## src/rtl/mem_access_ctrl.sv

```systemverilog
// MEM-stage sequencer: turns MemRead/MemWrite into a req/ready handshake,
// stalling the pipeline while the data memory access is outstanding.
module mem_access_ctrl #(
  parameter int TIMEOUT = 16,
  parameter int CNT_W   = 16
) (
  input  logic             clk,
  input  logic             reset,
  input  logic             MemRead,
  input  logic             MemWrite,
  input  logic [31:0]      addr,
  input  logic [31:0]      wdata,
  input  logic             dmem_ready,
  input  logic [31:0]      dmem_rdata,
  output logic             stall,
  output logic             dmem_req,
  output logic             dmem_we,
  output logic [31:0]      dmem_addr,
  output logic [31:0]      dmem_wdata,
  output logic [31:0]      mem_rdata,
  output logic             mem_rdata_valid,
  output logic             mem_err,
  output logic [CNT_W-1:0] stall_count
);

  typedef enum logic [1:0] {IDLE, ACCESS, DONE} state_e;

  localparam int TW = (TIMEOUT > 1) ? $clog2(TIMEOUT) : 1;
  localparam logic [TW-1:0] TLAST = TW'(TIMEOUT - 1);

  state_e state_q, state_d;
  logic [TW-1:0] cnt_q, cnt_d;
  logic illegal_q, illegal_d;
  logic req_q, req_d;
  logic we_q, we_d;
  logic [31:0] addr_q, addr_d;
  logic [31:0] wdata_q, wdata_d;
  logic [31:0] rdata_q, rdata_d;
  logic valid_q, valid_d;
  logic err_q, err_d;
  logic [CNT_W-1:0] scnt_q, scnt_d;
  logic stall_raw;
  logic req_in;

  assign req_in = MemRead | MemWrite;

  always_comb begin
    state_d   = state_q;
    cnt_d     = cnt_q;
    illegal_d = illegal_q;
    req_d     = req_q;
    we_d      = we_q;
    addr_d    = addr_q;
    wdata_d   = wdata_q;
    rdata_d   = rdata_q;
    valid_d   = 1'b0;
    err_d     = 1'b0;
    stall_raw = 1'b0;
    unique case (state_q)
      IDLE: begin
        if (req_in) begin
          stall_raw = 1'b1;
          addr_d    = addr;
          wdata_d   = wdata;
          we_d      = MemWrite & ~MemRead;
          illegal_d = MemRead & MemWrite;
          req_d     = 1'b1;
          cnt_d     = '0;
          state_d   = ACCESS;
        end
      end
      ACCESS: begin
        stall_raw = 1'b1;
        if (dmem_ready) begin
          state_d = DONE;
          req_d   = 1'b0;
          valid_d = ~we_q;
          err_d   = illegal_q;
          if (!we_q) rdata_d = dmem_rdata;
        end else if (cnt_q == TLAST) begin
          state_d = DONE;
          req_d   = 1'b0;
          rdata_d = '0;
          err_d   = 1'b1;
        end else begin
          cnt_d = cnt_q + 1'b1;
        end
      end
      DONE: begin
        // controls still belong to the finished instruction here
        illegal_d = 1'b0;
        state_d   = IDLE;
      end
      default: state_d = IDLE;
    endcase
  end

  assign stall = stall_raw & ~reset;

  always_comb begin
    scnt_d = scnt_q;
    if (stall && (scnt_q != {CNT_W{1'b1}})) scnt_d = scnt_q + 1'b1;
  end

  always_ff @(posedge clk) begin
    if (reset) begin
      state_q   <= IDLE;
      cnt_q     <= '0;
      illegal_q <= 1'b0;
      req_q     <= 1'b0;
      we_q      <= 1'b0;
      addr_q    <= '0;
      wdata_q   <= '0;
      rdata_q   <= '0;
      valid_q   <= 1'b0;
      err_q     <= 1'b0;
      scnt_q    <= '0;
    end else begin
      state_q   <= state_d;
      cnt_q     <= cnt_d;
      illegal_q <= illegal_d;
      req_q     <= req_d;
      we_q      <= we_d;
      addr_q    <= addr_d;
      wdata_q   <= wdata_d;
      rdata_q   <= rdata_d;
      valid_q   <= valid_d;
      err_q     <= err_d;
      scnt_q    <= scnt_d;
    end
  end

  assign dmem_req        = req_q;
  assign dmem_we         = we_q;
  assign dmem_addr       = addr_q;
  assign dmem_wdata      = wdata_q;
  assign mem_rdata       = rdata_q;
  assign mem_rdata_valid = valid_q;
  assign mem_err         = err_q;
  assign stall_count     = scnt_q;

endmodule

```

## config.mk

```make
export PLATFORM = sky130hd
export DESIGN_NAME = mem_access_ctrl
export DESIGN_NICKNAME = d
export VERILOG_FILES = /design/src/rtl/mem_access_ctrl.sv
export SDC_FILE = /design/constraint.sdc
export NUM_CORES = 1
export LEC_CHECK = 0
export ABC_AREA = 1
export CORE_MARGIN = 5
export CORE_UTILIZATION = 41
export CTS_CLUSTER_SIZE = 25
export DETAILED_ROUTE_END_ITERATION = 10
export PLACE_DENSITY = 0.78
export SLEW_MARGIN = 25
export SYNTH_ARGS = -nofsm -noshare
export SYNTH_HDL_FRONTEND = slang
export SYNTH_SLANG_ARGS = --single-unit
```

## constraint.sdc

```tcl
create_clock -name clk -period 1.9 [get_ports clk]
set_input_delay 0.38 -clock clk [delete_from_list [all_inputs] [get_ports clk]]
set_output_delay 0.38 -clock clk [all_outputs]
set_load 0.02 [all_outputs]
```

-- Word-level counts from Yosys, hierarchy flattened
Index checks and enable logic that the tools add are counted.
- div/mod/pow operators: 0
- mux-type cells: 21
- reduce and logical (&&, ||, !) cells: 13
- bitwise logic cells: 9
- multipliers: 0
- shift-type cells: 0
- eq/ne operators: 9
- $lt $le $gt $ge: 0
- $add $sub $neg: 2
- operators with widths (kind ; number):
    $mux W32 ; 3
    $add A16 B1 Y16 const B ; 1
    $ne A16 B16 Y1 const B ; 1
    $mux W4 ; 3
    $ne A2 B2 Y1 const B ; 4
    $pmux W4 S2 ; 1
    $mux W1 ; 7
    $mux W2 ; 3
    $pmux W1 S2 ; 3
    $reduce_and A2 Y1 ; 3
    $reduce_and A3 Y1 ; 2
    $reduce_bool A2 Y1 ; 3
    $not A1 Y1 ; 5
    $add A4 B1 Y4 const B ; 1
    $eq A4 B4 Y1 const B ; 1
    $pmux W2 S2 ; 1
    $reduce_and A4 Y1 ; 1
    $and A1 B1 Y1 ; 3
    $ne A3 B3 Y1 const B ; 1
    $reduce_or A3 Y1 ; 1
    $eq A2 B1 Y1 const B ; 1
    $eq A2 B2 Y1 const B ; 1
    $logic_not A2 Y1 ; 1
    $reduce_or A2 Y1 ; 1
    other kinds (2) ; 2
- bits in writable memories: 0
- ROM bits: 0
- memories kept: 0
- output and inout port bits: 117
- register bits: 123
- latch bits: 0
- word-level logic and storage cells: 65

-- Depth between registers and ports, before layout
Gate-level depths: netlist of run 1.
- word-level depth: 5
- depth in mapped cells: 9

-- Worst setup path after synthesis of run 1
Ideal clock, no wire load.
- path kind: register to register
- start point: register scnt_q[1] (netlist: stall_count[1])
- end point: register scnt_q[10] (netlist: stall_count[10])
- cell stages (with the launch flop): 9
- setup time: 0.116 ns
- required time: 1.784 ns
- data arrival time: 1.383 ns
- path slack: 0.401 ns
- period minus slack after synthesis: 1.499 ns
- path through: dfxtp_1 -> ha_1 -> nand2_1 -> nor2_4 -> nand2_2 -> nor2_2 -> nor2_2 -> o21ai_0 -> nor2_1
- cells in the longest elaborated chain, start to end: 2
- elaborated cells between the ends (all ways): 3
- those cells by class: add/sub: 1; eq/ne: 1; reduce/logical: 1
- RTL lines (element ; RTL line ; source):
    start: declaration ; 41 ; logic [CNT_W-1:0] scnt_q, scnt_d;
    start signal: assignment ; 129 ; scnt_q <= scnt_d;
    parallel branches: the longest is 2 deep, another holds $add A16 B1 Y16 ; - ;
Several ways; the timed one is not identified.
A chain may end at the register's enable or synchronous reset.

-- Final worst setup path of run 1
- start point: register scnt_q[2] (netlist: stall_count[2])
- end point: output stall_count[2]
- RTL lines (element ; RTL line ; source):
    end: declaration ; 23 ; output logic [CNT_W-1:0] stall_count
No word-level cell between the ends.

==> results of run 1 <==
-- final cells by class --
type | count | share of cell area, %
clock buffers | 21 | 6.04
flip-flops and latches | 123 | 31.6
repair buffers | 231 | 30.0
well taps | 143 | 2.30
multi-input cells | 455 | 26.5
inverters | 24 | 1.17
clock inverters | 11 | 2.44
-- cell families (layout without fill, tap and decap cells) --
group                      count (synthesis)  count (layout)  synth area share (%)
and+or+nand+nor                          357             357                  31.6
xor gates and xnor gates                   1               1                 0.182
adders and majority gates                  2               2                 0.519
buffers and inverters                     58             287                  6.46
DFF                                      123             123                  51.1
AOI/OAI and AO/OA                         95              95                  10.2
-- flip-flops by register name, indices dropped and copies added, names as in the netlist, 2 cells and up --
| name | count |
|---|---|
| mem_rdata | 32 |
| cnt_q | 4 |
| dmem_addr | 32 |
| state_q | 2 |
| dmem_wdata | 32 |
| stall_count | 16 |
-- worst min-delay path by stage --
| stage | endpoint |
|---|---|
| detailed placement | mem_rdata[6] |
| global placement | mem_rdata[2] |
| finish | mem_rdata[19] |
| global route | mem_rdata[19] |
| CTS | mem_rdata[26] |
| floorplan | mem_err |
-- synth_stat cells (4+ instances only) --
library cell  instances
o21ai_0              53
buf_4                10
inv_1                18
nand2_2              10
nand2_1             105
buf_6                 4
inv_2                 5
o21ai_1              20
nand3_1              50
a21oi_1              15
nor2_4                6
buf_2                11
dfxtp_1             123
nor2_2                6
nor2_1              170
nand4_1               5
clkbuf_1              8
-- power groups by stage --
stage | clock, mW | combinational (mW) | sequential, mW
2_1_floorplan | 0 | 0.462 | 3.18
5_1_grt | 3.71 | 1.53 | 2.92
3_3_place_gp | 0 | 1.39 | 2.94
6_report | 3.55 | 1.42 | 2.90
3_5_place_dp | 0 | 1.42 | 2.95
4_1_cts | 3.60 | 1.43 | 2.90
-- layout by cell type, fill, tap and decap left out, types with 2 or more instances in the layout --
cell type        instances
a21oi_1                 15
o21ai_0                 53
o211ai_1                 2
clkbuf_8                 3
clkinvlp_4               4
nor2_4                   6
buf_4                    9
inv_1                   17
nand4_1                  5
ha_1                     2
clkbuf_16               17
nor2_1                 169
nor2_2                   7
dfxtp_1                123
dlymetal6s2s_1           2
inv_2                    6
clkdlybuf4s50_1        210
dlygate4sd2_1            4
bufinv_16                5
a31oi_1                  2
nand2_1                104
nand3_1                 50
nand2_2                 11
clkinv_2                 3
o21ai_1                 20
buf_12                   5
-- layer usage --
metal  routed length, µm  vias up
met5                   0        -
met4                 299        0
met3                1240       30
met2                7430      168
met1                5650     2237
li1                    -     2479
-- stage by stage --
stage / instances / power, mW / TNS (ns) / util, %
5_1_grt: 1008 / 8.17 / 0 / 67.9
3_5_place_dp: 976 / 4.38 / -0.584 / 62.2
4_1_cts: 1008 / 7.94 / 0 / 67.9
3_3_place_gp: 976 / 4.33 / -0.360 / 62.2
6_report: 1008 / 7.87 / 0 / 67.9
2_1_floorplan: 636 / 3.65 / 0 / -
==> qor.txt, run 1 <==
========================================================================================
Part of the cycle the worst path needs                                             97.6%
Period minus WS final                                                            1.85 ns
RR Startpoint                                                               stall_count[1]
Core Footprint                                                                 11500 µm²
Final hold vios                                                                        0
Worst-path clk slew                                                              0.06 ns
Die area                                                                       14000 µm²
Outcome                                                                     complete, no violations
Instance count on the critical path                                                    1
Top cells by area in the synthesized netlist                                dfxtp_1 51%, nor2_1 13%, nand2_1 8.2%, o21ai_0 5.5%, nand3_1 5.2%
Met3 Use GR                                                                        8.12%
Number of global-route vias before repair                                           4896
End of the critical path                                                    stall_count[2]
Final Slew Violations                                                                  0
Delay contributed by the slowest stage of the critical path                      0.66 ns
IR Drop Worst-Case VDD                                                        0.000622 V
Clk sinks                                                                            123
Number of hold buffers added after CTS                                                 0
Clock tree skew after final layout                                            0.00524 ns
Global-route wire length before repair                                          23600 µm
Detail-routed via count per cell                                                    4.88
Setup repair after global routing missed its margin                                false
Min setup slack post-route                                                     0.0451 ns
DIE HEIGHT                                                                        118 µm
Post-Syn Nets                                                                        739
Most instantiated flip-flop cell in the synthesis netlist                        dfxtp_1
Critical Path Source                                                        stall_count[2]
Place WS                                                                       -0.369 ns
Synth warn                                                                             0
CTS Root Cell                                                                  clkbuf_16
Cell count of the worst hold path                                                      2
Routed Antenna Nets                                                                    0
Antenna diode count                                                                    0
# IOs                                                                                218
Wire per inst                                                                    14.5 µm
Startpoint of the worst hold path                                           mem_rdata[19]
Number of gates given a new drive strength after cts                                   8
Iteration-0 DRC count of the detailed router                                         239
Clock power frac                                                                   45.1%
Starting density of the core                                                       42.1%
R2r worst-path depth                                                                   7
Total standard cell area after synthesis                                        4820 µm²
Capturing element type of the critical path                                 primary output
Area taken by multi-input logic gates                                           2060 µm²
TritonCTS Buffers                                                                     17
Tightest Hold Check Type                                                         reg2reg
Initial DRT Pass Iterations                                                            4
Crit Reg-Reg Endpoint                                                       stall_count[1]
Worst R2R Setup Slack                                                            0.23 ns
Count of fill cells added during filler insertion                                    920
Total placed instance area                                                      7130 µm²
Number of enable-type register cells in the synthesized netlist                        0
Synthesized netlist cell count                                                       636
Leftover overflow at the end of global routing                                         0
Final cell area excluding filler cells                                          7790 µm²
Maximum capacitance violations                                                         0
Die span in x                                                                     118 µm
H-tree Lvls                                                                            4
Crit Path Class                                                                  reg2out
Area share of the largest cell type after synthesis                                51.1%
Leak pwr                                                                         3.28 nW
Global placer's final weighted congestion                                          0.858
Reg power frac                                                                     36.9%
Post-Syn Area per Cell                                                          7.58 µm²
FP Rows                                                                               39
Number of vias after detailed routing                                               4914
Number of distinct standard cells referenced by the synthesized netlist               31
Overall track demand over capacity in global routing                               20.4%
Number of flip-flops and latches in the synthesized netlist                          123
Async S/R FF share, synth                                                             0%
Post-Route WL                                                                   14600 µm
Pwr dens                                                                     1010 nW/µm²
Most utilized layer in the global route result                                      met2
Met1 track demand over resource                                                    21.6%
Yosys top cell by area                                                           dfxtp_1
TritonCTS clock tree                                                               built
CP startpoint kind                                                             flip-flop
Int Power                                                                        5.90 mW
Worst Path Required                                                              1.52 ns
Share of the yosys chip area belonging to registers                                51.1%
Met2 GRT Util                                                                      36.2%
Switching Power                                                                  1.97 mW
Cell with the biggest individual delay on the critical path                 clkdlybuf4s50_1
Critical path arrival                                                            1.47 ns
Fraction of power spent switching nets                                             25.1%
Placed wire-length estimate after detailed placement                            10700 µm
Fmax                                                                             539 MHz
Combinational share of power                                                       18.0%
DRC                                                                                    0
Hold Worst Slack                                                                0.460 ns
Fraction of layout instances using a drive strength above 1                        9.36%
# setup viols final                                                                    0
Series of cell instances along the critical path                            clkdlybuf4s50_1
Max Root-Sink Buffers                                                                  2
Number of port buffers                                                               217
Sequential Area                                                                 2460 µm²
Category of cells accounting for the largest share of critical-path delay   buffers and inverters
Antenna violations before repair                                                       0
Critical path fanouts, max                                                             6
Worst Max-Slew Pin Slew                                                         0.395 ns
Worst max-slew margin expressed relative to the limit                              73.6%
Number of buffers inserted to repair setup after CTS                                   0
Clock latency on the worst-skew pair                                             0.41 ns
Nets                                                                                 955
Growth of design area from synthesis to finish                                     61.5%
Buffer and inverter count on the worst path                                            1
Pin count of the biggest net entering global routing                                  65
========================================================================================
No activity file was read; power rests on OpenSTA's default activity.
==> inputs of run 2 (changes only) <==
--- a/config.mk
+++ b/config.mk
@@ -13,2 +13,3 @@
 export PLACE_DENSITY = 0.78
+export SETUP_SLACK_MARGIN = 0.15
 export SLEW_MARGIN = 25
==> constraint.sdc (replaced) <==
create_clock -name clk -period 1.9 [get_ports clk]
set_input_delay 0.475 -clock clk [delete_from_list [all_inputs] [get_ports clk]]
set_output_delay 0.475 -clock clk [all_outputs]
set_load 0.02 [all_outputs]
==> run 2 against run 1 <==
  * Via count rose by 1.2%
  * Combinational power fell by 8%
  * Die area did not move
  * Largest power group unchanged
  * Core utilization fell by 0.71 points
  * Wire length rose by 0.28%
  * Critical path depth rose by 5
  * Largest cell class unchanged
==> qor.txt, run 2 (synthesis gave the netlist of run 1 again) <==
========================================================================================
Outcome                                                                     complete, no violations
Total placed instance area                                                      7170 µm²   +0.60%
Nets                                                                                 960   +0.52%
Clock tree skew after final layout                                            0.00686 ns   +0.00162 ns
Clock latency on the worst-skew pair                                             0.41 ns   about the same
Die area                                                                       14000 µm²   unchanged
DIE HEIGHT                                                                        118 µm   unchanged
Initial DRT Pass Iterations                                                            5   +1
Crit Path Class                                                                   in2out
Wire per inst                                                                    14.5 µm   -0.21%
Accumulated negative setup slack                                                    0 ns   unchanged
Setup repair after global routing missed its margin                                 true
Most common cell after layout, fill and taps aside                                nor2_1
IR Drop Worst-Case VDD                                                        0.000752 V   +21%
Placed wire-length estimate after detailed placement                            10500 µm   -1.4%
Global placer's final weighted congestion                                          0.810   -5.6%
H-tree Lvls                                                                            4   unchanged
# IOs                                                                                218   unchanged
Worst-path clk slew                                                              0.05 ns   about the same
CTS Root Cell                                                                  clkbuf_16
CP startpoint kind                                                             input pin
Maximum capacitance violations                                                         0   unchanged
Count of fill cells added during filler insertion                                    968   +5.2%
Starting density of the core                                                       42.1%   unchanged
Worst Path Required                                                              1.42 ns   -0.10 ns
# setup viols final                                                                    0   unchanged
Total design power                                                               7.70 mW   -2.2%
Leftover overflow at the end of global routing                                         0   unchanged
Delay contributed by the slowest stage of the critical path                      0.27 ns   -0.39 ns
Die span in x                                                                     118 µm   unchanged
Cell with the biggest individual delay on the critical path                 dlygate4sd2_1
Overall track demand over capacity in global routing                               20.7%   +0.30 points
TritonCTS Buffers                                                                     17   unchanged
Global-route wire length before repair                                          24000 µm   +1.3%
Fraction of layout instances using a drive strength above 1                        10.3%   +0.98 points
Pin count of the biggest net entering global routing                                  51   -22%
Antenna violations before repair                                                       0   unchanged
Detail-routed via count per cell                                                    4.91   +0.74%
Final cell area excluding filler cells                                          7710 µm²   -1.0%
Series of cell instances along the critical path                            dlygate4sd2_1 > nor2_2 > nand2_2 > nand2_4 > inv_2 > buf_6
Number of global-route vias before repair                                           5002   +2.2%
Worst max-slew margin expressed relative to the limit                              78.4%   +4.8 points
Tightest Hold Check Type                                                         reg2reg
Number of vias after detailed routing                                               4975   +1.2%
Worst Max-Slew Pin Slew                                                         0.324 ns   -0.0714 ns
Final hold vios                                                                        0   unchanged
Placed insts                                                                         980   +0.41%
Part of the cycle the worst path needs                                             89.7%   -8.0 points
Final std cells w/o fill                                                            1013   +0.50%
TritonCTS clock tree                                                               built
Clk sinks                                                                            123   unchanged
Antenna diode count                                                                    0   unchanged
Growth of design area from synthesis to finish                                     59.8%
Number of port buffers                                                               217   unchanged
Critical path fanouts, max                                                             2   -4
Fmax                                                                             587 MHz   +8.9%
Most used cells in the layout excluding fill and tap cells                  168 x nor2_1, 123 x dfxtp_1, 114 x dlygate4sd2_1
Number of hold buffers added after CTS                                                 0   unchanged
Leak pwr                                                                         3.70 nW   +13%
Capturing element type of the critical path                                 primary output
Core Footprint                                                                 11500 µm²   unchanged
Category of cells accounting for the largest share of critical-path delay   buffers and inverters
Pwr dens                                                                      999 nW/µm²   -1.1%
Buffer and inverter count on the worst path                                            3   +2
Period minus WS final                                                            1.70 ns   -0.151 ns
Iteration-0 DRC count of the detailed router                                         320   +34%
Critical path arrival                                                            1.23 ns   -0.24 ns
Max Root-Sink Buffers                                                                  2   unchanged
Final Slew Violations                                                                  0   unchanged
Routed Antenna Nets                                                                    0   unchanged
FP Rows                                                                               39   unchanged
DRC                                                                                    0   unchanged
Post-Route WL                                                                   14700 µm   +0.28%
========================================================================================
## run 2: changes by cell type in the layout (fill, tap and decap cells not counted), sizes merged, moves of 4 or more
cell,delta
clkdlybuf4s50,-113
dlygate4sd2,+110
buf,+6
clkdlybuf4s15,+4
## run 2: area by class of cell
type	count	area [µm²]	share of cell area (%)
tap	143	179	2.32
clock inverter	10	161	2.09
multi-input combinational	455	2070	26.8
timing repair buffer	236	2250	29.2
sequential	123	2460	31.9
clock buffer	22	494	6.41
inverter	24	91.3	1.19
## run 2: final timing paths
kind,to,start,slack (ns),depth (start not counted)
worst max-delay path,stall,MemRead,0.20,6
worst min-delay path,mem_rdata[28],mem_rdata[28],0.46,2
worst max register to register,stall_count[10],stall_count[0],0.34,8
worst min register to register,mem_rdata[28],mem_rdata[28],0.46,2
## run 2: worst min-delay path, stage by stage, from the launching register on
cell     delay (ns)
dfxtp_1        0.30
nand3_1        0.07
nand2_1        0.04
## run 2: what timing repair did
item / CTS / global route
pin swaps: 2 / 1
gates resized for setup: 126 / 9
endpoints found under the setup margin: 117 / 11
setup buffers: 1 / 0
## run 2: stage by stage
step	utilization (%)	worst slack, ns	hold WS [ns]
after global routing	67.2	0.139	0.485
final	67.2	0.196	0.459
after CTS	67.1	0.123	0.462
after global placement	62.5	-0.530	0.450
after detailed placement	62.5	-0.551	0.455
after floorplan	-	0.401	0.441
## run 2: per-layer routing
metal / up-vias / GRT usage (%) / part of all wire, %
met5: - / 0 / 0
met4: 0 / 8.79 / 2.6
met3: 28 / 8.26 / 8.1
met2: 192 / 36.7 / 50
met1: 2271 / 21.7 / 40
li1: 2484 / - / -
## run 2: power by group
part,total [mW],switching (mW),internal (mW)
sequential,2.89,0.102,2.79
clock,3.50,1.14,2.37
combinational,1.30,0.736,0.569
total,7.70,1.98,5.72
